`src/rtl/accumulator_window_sequencer.sv`:
```
// accumulator_window_sequencer
// Feeds a valid/ready sample stream into a signed saturating accumulator.
// Every window_length samples it reads back the sum and a sticky overflow flag
// and presents them on a valid/ready result port.
// Optional feature macro: ACC_WINDOW_BIAS_EN. When it is defined, each window
// starts by loading window_bias into the accumulator instead of clearing it.
module accumulator_window_sequencer #(
  parameter int unsigned WORD_WIDTH  = 16,
  parameter int unsigned COUNT_WIDTH = 8
) (
  input  logic                   clock,
  input  logic                   reset,
  input  logic [COUNT_WIDTH-1:0] window_length,
  input  logic [WORD_WIDTH-1:0]  sample_in,
  input  logic                   sample_valid,
  output logic                   sample_ready,
`ifdef ACC_WINDOW_BIAS_EN
  input  logic [WORD_WIDTH-1:0]  window_bias,
`endif
  output logic [WORD_WIDTH-1:0]  acc_increment,
  output logic                   acc_increment_valid,
  output logic [WORD_WIDTH-1:0]  acc_load_value,
  output logic                   acc_load_valid,
  output logic                   acc_clear,
  input  logic [WORD_WIDTH-1:0]  acc_value,
  input  logic                   acc_overflow,
  output logic [WORD_WIDTH-1:0]  result_out,
  output logic                   result_overflow,
  output logic                   result_valid,
  input  logic                   result_ready
);

  typedef enum logic [1:0] {
    ST_START  = 2'd0,
    ST_ACCUM  = 2'd1,
    ST_DRAIN  = 2'd2,
    ST_OUTPUT = 2'd3
  } state_t;

  state_t                 r_state;
  state_t                 w_next_state;
  logic [COUNT_WIDTH-1:0] r_length;
  logic [COUNT_WIDTH-1:0] r_count;
  logic                   r_sticky;
  logic [WORD_WIDTH-1:0]  r_result;
  logic                   r_result_ovf;
  logic                   r_result_valid;
  logic                   w_accept;
  logic                   w_last;

  // State register
  always_ff @(posedge clock or posedge reset) begin
    if (reset) begin
      r_state <= ST_START;
    end else begin
      r_state <= w_next_state;
    end
  end

  // Next-state decode and accumulator-facing controls
  always_comb begin
    w_next_state        = r_state;
    sample_ready        = 1'b0;
    acc_increment       = '0;
    acc_increment_valid = 1'b0;
    acc_load_value      = '0;
    acc_load_valid      = 1'b0;
    acc_clear           = 1'b0;
    w_accept            = 1'b0;
    w_last              = 1'b0;
    case (r_state)
      ST_START: begin
`ifdef ACC_WINDOW_BIAS_EN
        acc_load_valid = 1'b1;
        acc_load_value = window_bias;
`else
        acc_clear      = 1'b1;
`endif
        w_next_state   = ST_ACCUM;
      end
      ST_ACCUM: begin
        sample_ready        = 1'b1;
        acc_increment       = sample_in;
        acc_increment_valid = sample_valid;
        w_accept            = sample_valid;
        w_last              = sample_valid && (r_count == (r_length - COUNT_WIDTH'(1)));
        if (w_last) begin
          w_next_state = ST_DRAIN;
        end
      end
      ST_DRAIN: begin
        w_next_state = ST_OUTPUT;
      end
      ST_OUTPUT: begin
        if (r_result_valid && result_ready) begin
          w_next_state = ST_START;
        end
      end
      default: begin
        w_next_state = ST_START;
      end
    endcase
  end

  // Window bookkeeping, sticky overflow capture and result register
  always_ff @(posedge clock or posedge reset) begin
    if (reset) begin
      r_length       <= '0;
      r_count        <= '0;
      r_sticky       <= 1'b0;
      r_result       <= '0;
      r_result_ovf   <= 1'b0;
      r_result_valid <= 1'b0;
    end else begin
      case (r_state)
        ST_START: begin
          r_length <= (window_length == '0) ? COUNT_WIDTH'(1) : window_length;
          r_count  <= '0;
          r_sticky <= 1'b0;
        end
        ST_ACCUM: begin
          r_sticky <= r_sticky | acc_overflow;
          if (w_accept) begin
            r_count <= r_count + COUNT_WIDTH'(1);
          end
        end
        ST_DRAIN: begin
          r_sticky       <= r_sticky | acc_overflow;
          r_result       <= acc_value;
          r_result_ovf   <= r_sticky | acc_overflow;
          r_result_valid <= 1'b1;
        end
        ST_OUTPUT: begin
          if (result_ready) begin
            r_result_valid <= 1'b0;
          end
        end
        default: begin
          r_result_valid <= 1'b0;
        end
      endcase
    end
  end

  assign result_out      = r_result;
  assign result_overflow = r_result_ovf;
  assign result_valid    = r_result_valid;

endmodule

```
`config.mk`:
```
export PLATFORM = sky130hd
export DESIGN_NAME = accumulator_window_sequencer
export DESIGN_NICKNAME = d
export VERILOG_FILES = /design/src/rtl/accumulator_window_sequencer.sv
export SDC_FILE = /design/constraint.sdc
export NUM_CORES = 1
export LEC_CHECK = 0
export BUFFER_PORTS_ARGS = -buffer_cell sky130_fd_sc_hd__buf_2
export CORE_AREA = 2 2 71 73
export DETAILED_ROUTE_END_ITERATION = 10
export DIE_AREA = 0 0 73 75
export GPL_TIMING_DRIVEN = 0
export PLACE_DENSITY = 0.83
export SETUP_SLACK_MARGIN = 0.5
export SLEW_MARGIN = 10
export SYNTH_ARGS = -nofsm -noshare
export SYNTH_HDL_FRONTEND = slang
export SYNTH_SLANG_ARGS = --single-unit
export TNS_END_PERCENT = 1
```
`constraint.sdc`:
```
create_clock -name clock -period 5.1 [get_ports clock]
set_clock_uncertainty 0.2 [all_clocks]
set_input_delay 1.02 -clock clock [delete_from_list [all_inputs] [get_ports clock]]
set_output_delay 1.02 -clock clock [all_outputs]
set_load 0.005 [all_outputs]
```
==> flow_summary.ini, run 1 <==
[floorplanning]
ioPinCount = 99
row_count = 25
fp.dieH_um = 75
start_util_pct = 43.84
dieWidth_um = 73
die_area_um2 = 5475
core-area_um2 = 4661

[clocking]
cts_buffers = 5
ctsHoldBuffers = 0
htree_levels = 2
insertion_delay_ns = 0.29
clk_pin_slew_ns = 0.08
cts_buffer_depth = 2
cts_root_buf = clkbuf_8
cts_resized = 0
postCtsSetupBuffers = 0
cts_tree = built
cts_num_sinks = 37

[drt]
dr.pass1.iters = 4
routed_wl_um = 4199
ant_nets = 0
drc_errors = 0
vias_per_cell = 4.786
drt-initial-drc-count = 27
avgRoutedWirePerCell_um = 12.00
vias = 1675

[yosys]
ys_top_cells_by_area = dfrtp_1 (45%), mux2_2 (12%), buf_4 (6.2%)
synthCells = 191
yosys_warnings = 0
ys_types = 38
ys_seq_area_share_pct = 45.32
synth_seq_cells = 37
yosysTopAreaCellShare_pct = 45.32
syn_area_um2 = 2043
async_flop_share_pct = 100.0
ys.flop_type = dfrtp_1
yosysMostFrequentCell = dfrtp_1
synth_edf_count = 0
yosys.area.top_type = dfrtp_1
syn_avg_cell_area_um2 = 10.70
synth_top_cells_by_count = dfrtp_1 (37), mux2_2 (22), buf_4 (17)

[power_and_ir_drop]
p_total_mw = 0.8267
p_per_area_nw_per_um2 = 307.2
p_leak_nw = 1.464
max-vdd-ir-drop_mv = 0.2473

[critical_path]
endpoint = acc_increment[11]
r2r_start = r_length[0]$_DFFE_PP0P_
endpoint_kind = output pin
cp.arrival_ns = 1.87
reg2reg_depth = 7
reg2reg_to = r_state[1]$_DFFE_PP0P_
worstSetupPathType = reg2out
critical_path.startpoint = r_state[1]$_DFFE_PP0P_
critical_path.max_fanout = 10
rrSetupSlack_ns = 2.44
cp_slowest_stage_delay_ns = 0.44
required_ns = 3.88
critPathSlowestCell = dfrtp_1
cpMostUsedCell = clkbuf_1
setup.worst_path.start_class = flip-flop
path_cells = inv_1, ha_1, clkbuf_1, clkbuf_1, and2_1, buf_2

[global_route]
grt_pass1_wl_um = 6279
antenna_found_initial = 0
overflow = 0
grt_pass1_vias = 1454
track_usage_pct = 15.15
grt_max_degree = 38

[sta]
drv_slew = 0
rsz0062_at_grt = false
final-setup-viol-count = 0
finalHoldViolCount = 0
fmax_mhz = 323.7
worst_hold_slack_ns = 0.2945
finalCriticalPeriod_ns = 3.090
max_slew_margin_pct = 50.65
final_min_period_over_clock_period_pct = 60.58
worstMarginPinSlew_ns = 0.7391
finalSetupTns_ns = 0

[worst_hold_path]
hold_class = reg2reg

[placement]
hpwl_um = 3351
gp_congestion = 0.7625
place_area_um2 = 2576
io_buffer_count = 81

[cells_and_area]
utilization_pct = 57.75
syn_to_final_growth_pct = 31.72
antenna_cells = 0
nets = 347
stdcell_area_um2 = 2691
drive_gt1_share_pct = 45.27

[run]
maxCapViolCount = 0

[outcome]
status = complete, no violations
## routing by layer
layer	global-route usage (%)	wire (um)	vias to the layer above
met2	26.53	2093	73
met5	0	0	-
met1	17.51	1744	760
met3	5.087	309	7
met4	4.938	51	0
li1	-	-	835
## worst min-delay path by stage
stage	from	end	slack [ns]	depth (start not counted)
floorplan	r_sticky$_DFFE_PP0P_	r_sticky$_DFFE_PP0P_	0.26	1
global placement	r_sticky$_DFFE_PP0P_	r_sticky$_DFFE_PP0P_	0.27	1
detailed placement	r_sticky$_DFFE_PP0P_	r_sticky$_DFFE_PP0P_	0.28	1
CTS	r_sticky$_DFFE_PP0P_	r_sticky$_DFFE_PP0P_	0.30	1
global route	r_sticky$_DFFE_PP0P_	r_sticky$_DFFE_PP0P_	0.31	1
finish	r_sticky$_DFFE_PP0P_	r_sticky$_DFFE_PP0P_	0.29	1
## cell type report
class / count / area [um^2]
sequential: 37 / 925.9
timing repair buffer: 81 / 405.4
buffer: 23 / 150.1
fill: 402 / 1969
inverter: 8 / 30.03
tap: 54 / 67.56
clock inverter: 3 / 46.29
clock buffer: 5 / 68.82
multi-input combinational: 139 / 997.2
## stage by stage
stage                     setup WS, ns  instances
after floorplan                  2.595        207
after global placement           2.340        342
after detailed placement         2.291        342
after CTS                        1.955        350
after global routing             1.834        350
final                            2.010        350
## cell families (layout without fill, tap and decap cells)
| family | after synthesis | count (layout) | synth area share (%) |
|---|---|---|---|
| fa+ha+maj | 7 | 7 | 4.286 |
| simple gates | 58 | 58 | 16.54 |
| buf+inv | 31 | 120 | 8.818 |
| flops | 37 | 37 | 45.32 |
| xor+xnor | 9 | 9 | 3.858 |
| mux | 25 | 25 | 13.84 |
| compound gates | 23 | 23 | 7.165 |
| other cells | 1 | 17 | 0.1835 |
## power breakdown
group,internal [mW],switching (mW)
clock network,0.146,0.110
registers,0.319,0.0338
logic,0.116,0.102
## cell usage in the layout, fill, tap and decap left out, types with 2 or more instances in the layout
cell type	instances
a21oi_1	4
a31oi_1	2
and2_1	16
and3b_1	2
buf_2	81
buf_4	17
clkbuf_1	6
clkbuf_8	5
conb_1	17
dfrtp_1	37
ha_1	7
inv_1	6
inv_2	2
mux2_2	22
mux2i_1	2
nand2_1	8
nand3_1	8
nand4_1	3
nor2_1	4
nor2b_1	4
nor3_1	2
o21ai_0	10
or4_1	4
xnor2_1	7
xor2_1	2
## sequential cells by signal (all words and copies together), names as in the netlist
signal           cells
result_out          16
r_count              8
r_length             8
r_state              2
r_sticky             1
result_overflow      1
result_valid         1
## critical path: cells and delay by family, from the launching register on
family / cells / cell delay [ns]
buf+inv: 4 / 0.81
flops: 1 / 0.44
simple gates: 1 / 0.17
fa+ha+maj: 1 / 0.16
No activity file was read; power rests on OpenSTA's default activity.
==> run 2, diff against run 1 <==
Settings changed: ABC_AREA from default to 1, CORE_AREA 2 2 71 73 to 2 2 72 74, DIE_AREA 0 0 73 75 to 0 0 74 76.
Clock period 5.1 ns to 3.07 ns, I/O delays scaled along.
==> flow_summary.ini, run 2 <==
[cells_and_area]
seqCellArea_um2 = 925.9
stdcell_area_um2 = 2809
multi_input_area_um2 = 949.7
syn_to_final_growth_pct = 31.75
antenna_cells = 0
nets = 449
fillers = 447
largest_register_ffs = 16
final_common_cell = nand2_1
drive_gt1_share_pct = 29.90
layout_common_cells = nand2_1 (119), buf_2 (82), inv_1 (37), dfrtp_1 (37), buf_4 (18)

[global_route]
overflow = 0
grt_max_degree = 38
grt_pass1_wl_um = 7983
track_usage_pct = 17.75
grt_pass1_vias = 1890
antenna_found_initial = 0

[yosys]
syn_avg_cell_area_um2 = 7.277
ys_top_cells_by_area = dfrtp_1 (43%), nand2_1 (21%), inv_1 (6.7%)
synth_top_cells_by_count = nand2_1 (119), inv_1 (38), dfrtp_1 (37)
async_flop_share_pct = 100.0
syn_area_um2 = 2132
synth_top_family_by_area = simple AND/OR/NAND/NOR gates
synth-compound-area-share_pct = 5.516
synthSimpleGateAreaFrac_pct = 28.93
synth_edf_count = 0
ys.flop_type = dfrtp_1
synth_xor_area_share_pct = 2.465
synth_seq_cells = 37
yosysTopAreaCellShare_pct = 43.43
yosys_warnings = 0
ys_types = 30
ys_seq_area_share_pct = 43.43
yosysMostFrequentCell = nand2_1
synthCells = 293
yosys.area.top_type = dfrtp_1
synthAdderAreaFrac_pct = 4.108
synthMuxAreaShare_pct = 0.5282

[outcome]
status = complete, no violations

[floorplanning]
fp.dieH_um = 76
die_area_um2 = 5624
row_count = 26
start_util_pct = 43.40
core-area_um2 = 4912
dieWidth_um = 74
ioPinCount = 99

[critical_path]
cp_slowest_stage_delay_ns = 0.44
cp.arrival_ns = 1.59
cpMostUsedCell = inv_1
critical_path.max_fanout = 10
critPathSlowestCell = dfrtp_1
endpoint = acc_increment[6]
setup.worst_path.start_class = flip-flop
reg2reg_to = r_count[7]$_DFFE_PP0P_
endpoint_kind = output pin
critical_path.startpoint = r_state[1]$_DFFE_PP0P_
r2r_start = r_state[1]$_DFFE_PP0P_
required_ns = 2.26
worstSetupPathType = reg2out
reg2reg_depth = 9
path_cells = inv_1, ha_1, buf_4, clkbuf_4, nand2_1, inv_1, buf_2
rrSetupSlack_ns = 1.00

[sta]
rsz0062_at_grt = false
drv_slew = 0
finalCriticalPeriod_ns = 2.399
finalHoldViolCount = 0
final_min_period_over_clock_period_pct = 78.15
final-setup-viol-count = 0
worstMarginPinSlew_ns = 0.7569
setup_ws_ns = 0.6707
max_slew_margin_pct = 49.47
finalSetupTns_ns = 0
fmax_mhz = 416.8

[drt]
routed_wl_um = 4493
vias = 1987
drc_errors = 0
avgRoutedWirePerCell_um = 9.600
vias_per_cell = 4.246
ant_nets = 0
dr.pass1.iters = 4
drt-initial-drc-count = 99

[worst_hold_path]
hold_class = in2async

[clocking]
cts_root_buf = clkbuf_8
insertion_delay_ns = 0.29
clk_pin_slew_ns = 0.08
htree_levels = 2
cts_buffers = 5
cts_tree = built
cts_num_sinks = 37
cts_buffer_depth = 2

[power_and_ir_drop]
p_leak_nw = 1.748
p_total_mw = 2.460
max-vdd-ir-drop_mv = 0.5444
p_per_area_nw_per_um2 = 875.9

[placement]
io_buffer_count = 81
gp_congestion = 0.8597
pre_cts_ws_ns = 0.8216
place_area_um2 = 2685
hpwl_um = 3512

[run]
maxCapViolCount = 0
## run 2: per-layer routing
layer	vias to the layer above	GRT usage [%]	share of wire, %
met5	-	0	0
met4	0	5.091	0.56
li1	1058	-	-
met3	4	4.762	5.9
met1	869	21.70	44
met2	56	30.18	49
## run 2: through the flow
step / util [%] / hold slack [ns] / instances
finish: 57.18 / 0.2480 / 468
global route: 57.18 / 0.2936 / 468
CTS: 57.11 / 0.2725 / 468
detailed placement: 54.66 / 0.2538 / 460
global placement: 54.66 / 0.2492 / 460
floorplan: - / 0.2418 / 309
## run 2: logic make-up (layout without fill, tap and decap cells)
logic type | after synthesis | in the layout
adder cells (fa/ha/maj) | 7 | 7
multiplexers | 1 | 1
AO/OA/AOI/OAI | 22 | 22
buffers and inverters | 66 | 155
AND/OR/NAND/NOR | 153 | 153
flip-flops | 37 | 37
other | 1 | 17
XOR/XNOR | 6 | 6
## run 2: worst min-delay path by stage
stage | start | slack (ns) | end | depth (start not counted)
floorplan | r_sticky$_DFFE_PP0P_ | 0.24 | r_sticky$_DFFE_PP0P_ | 2
global placement | result_out[12]$_DFFE_PP0P_ | 0.25 | result_out[12]$_DFFE_PP0P_ | 2
detailed placement | result_out[7]$_DFFE_PP0P_ | 0.25 | result_out[7]$_DFFE_PP0P_ | 2
CTS | result_out[7]$_DFFE_PP0P_ | 0.27 | result_out[7]$_DFFE_PP0P_ | 2
global route | result_out[7]$_DFFE_PP0P_ | 0.29 | result_out[7]$_DFFE_PP0P_ | 2
finish | reset | 0.25 | r_length[4]$_DFFE_PP0P_ | 2
## run 2: layout make-up
| type | instances | area share (%) |
|---|---|---|
| buffer | 23 | 5.657 |
| clock inverter | 2 | 1.336 |
| clock buffer | 6 | 2.940 |
| multi-input combinational | 206 | 33.81 |
| inverter | 43 | 5.746 |
| sequential | 37 | 32.96 |
| tap | 70 | 3.118 |
| timing repair buffer | 81 | 14.43 |
## run 2: repair_timing
item | CTS | global route
hold buffers | 0 | 0
resized for setup | 0 | 4
hold endpoints to repair | 0 | 0
setup buffers | 0 | 0
setup endpoints to repair | 0 | 10
## run 2: report_power, final
| group | total, mW | internal (mW) | switching [mW] |
|---|---|---|---|
| clock | 0.446 | 0.264 | 0.182 |
| combinational | 1.16 | 0.485 | 0.680 |
| sequential | 0.850 | 0.698 | 0.152 |
## run 2: worst max-delay path: cells and delay by family, from the launching register on
kind,cells,cell delay [ns]
buffers and inverters,5,0.62
DFF,1,0.44
adders and majority gates,1,0.16
and+or+nand+nor,1,0.06
==> run 3, diff against run 2 <==
Settings changed: CORE_AREA 2 2 72 74 to 2 2 75 77, DIE_AREA 0 0 74 76 to 0 0 77 79, PLACE_DENSITY 0.83 to 0.81.
Clock period 3.07 ns to 1.9 ns, I/O delays scaled along.
==> flow_summary.ini, run 3 (synthesized netlist as in run 2, its figures left out) <==
[placement]
pre_cts_ws_ns = -0.03630
gp_congestion = 0.8503
dp.cells = 462
io_buffer_count = 81
hpwl_um = 3508

[outcome]
failed_checks = setup timing
status = complete, but fails checks

[drt]
avgRoutedWirePerCell_um = 9.933
drt-initial-drc-count = 57
drc_errors = 0
vias_per_cell = 4.278
vias = 2049
ant_nets = 0
dr.pass1.iters = 4
routed_wl_um = 4758

[global_route]
antenna_found_initial = 0
grt_pass1_wl_um = 7852
grtUsageMet3_pct = 3.636
track_usage_pct = 16.09
overflow = 0
busiest_layer = met2
grtUsageMet1_pct = 19.21
grt_max_degree = 38
grt_pass1_vias = 1877
grt.met2_usage_pct = 27.02

[power_and_ir_drop]
p_per_area_nw_per_um2 = 1436
max-vdd-ir-drop_mv = 1.120
p_leak_nw = 1.847

[floorplanning]
ioPinCount = 99
start_util_pct = 39.94
fp.dieH_um = 79
row_count = 27
die_area_um2 = 6083
dieWidth_um = 77
core-area_um2 = 5338

[sta]
drv_slew = 0
finalCriticalPeriod_ns = 1.928
rsz0062_at_grt = true
max_slew_margin_pct = 49.52
final_min_period_over_clock_period_pct = 101.5
final-setup-viol-count = 15
setup_ws_ns = -0.02823
worstMarginPinSlew_ns = 0.7561
fmax_mhz = 518.6
worst_hold_slack_ns = 0.01317
finalHoldViolCount = 0
finalSetupTns_ns = -0.3295

[cells_and_area]
final_common_cell = nand2_1
drive_gt1_share_pct = 41.52
layout_common_cells = nand2_1 (106), buf_2 (76), dfrtp_1 (36), inv_1 (25), buf_4 (24)
largest_register_ffs = 16
nets = 458
antenna_cells = 0
stdcell_count = 479
syn_to_final_growth_pct = 46.13

[critical_path]
critical_path.max_fanout = 6
cp.arrival_ns = 1.35
setup.worst_path.start_class = flip-flop
required_ns = 1.32
critPathBufInv = 4
cp_slowest_stage_delay_ns = 0.43
critPathTopFamily = flip-flops
critPathSlowestCell = dfrtp_2
endpoint_kind = output pin
path_cells = ha_4, buf_8, buf_6, nand2_1, inv_1, buf_2
worstSetupPathType = reg2out

[clocking]
cts_buffers = 5
ctsHoldBuffers = 0
cts_tree = built
cts_num_sinks = 37
cts_buffer_depth = 2
htree_levels = 2
insertion_delay_ns = 0.29
clk_pin_slew_ns = 0.07
cts_root_buf = clkbuf_8

[run]
maxCapViolCount = 0

[worst_hold_path]
hold_class = in2async
[run 3: cell types whose count changed in the layout (fill, tap and decap cells not counted), moves of 4 or more]
cell and change:
buf_2 -6, buf_4 +6, buf_6 +7, buf_8 +5, ha_1 -5, ha_4 +4
inv_1 -12, inv_2 +9, nand2_1 -13, nand2_2 +11, o21ai_0 -6, o21ai_1 +5
[run 3: metrics by stage]
stage	power [mW]	cell area, um^2	util [%]
final	4.473	3115	58.37
after global routing	4.927	3115	58.37
after CTS	4.186	2958	55.41
after detailed placement	3.283	2710	50.77
after global placement	3.220	2710	50.77
after floorplan	2.641	2215	-
[run 3: report_power, final]
group | internal [mW] | total (mW) | switching (mW)
sequential | 1.13 | 1.37 | 0.238
combinational | 1.23 | 2.57 | 1.34
clock | 0.254 | 0.532 | 0.278
total | 2.62 | 4.47 | 1.86
[run 3: worst reg2reg max path: stages, from the launching register on]
cell,delay [ns]
dfrtp_1,0.39
inv_2,0.08
ha_4,0.14
buf_8,0.13
nand2_4,0.08
nor2_4,0.15
nand3_4,0.11
nor3_4,0.14
mux2_4,0.32
inv_1,0.05
[run 3: final timing paths]
| kind | to | cells after the start | slack (ns) | from |
|---|---|---|---|---|
| setup / recovery | acc_increment[1] | 6 | -0.03 | r_state[0]$_DFFE_PP0P_ |
| hold / removal | r_length[0]$_DFFE_PP0P_ | 2 | 0.01 | reset |
| setup reg to reg | r_count[7]$_DFFE_PP0P_ | 9 | 0.06 | r_state[1]$_DFFE_PP0P_ |
| hold reg to reg | result_out[11]$_DFFE_PP0P_ | 2 | 0.27 | result_out[11]$_DFFE_PP0P_ |
| max in group asynchronous | r_state[0]$_DFFE_PP0P_ | 2 | 0.96 | reset |
| min in group clock | result_out[11]$_DFFE_PP0P_ | 3 | 0.08 | acc_value[11] |
[run 3: final cells by class]
class | instances | area [um^2]
fillers | 498 | 2222
multi-input cells | 206 | 1097
flip-flops and latches | 37 | 927.1
repair buffers | 90 | 515.5
plain buffers | 23 | 219.0
inverters | 43 | 183.9
well taps | 72 | 90.09
clock buffers | 6 | 72.57
clock inverters | 2 | 10.01
[run 3: per-layer routing]
metal | up-vias | part of all wire [%]
li1 | 1072 | -
met1 | 897 | 42
met2 | 71 | 50
met3 | 9 | 6.2
met4 | 0 | 2.0
met5 | - | 0
[run 3: what timing repair did]
item	in CTS	in global routing
buffers inserted	5	3
gates resized for setup	37	49
endpoints found under the setup margin	56	73
cloned	1	0
pin swaps	13	8
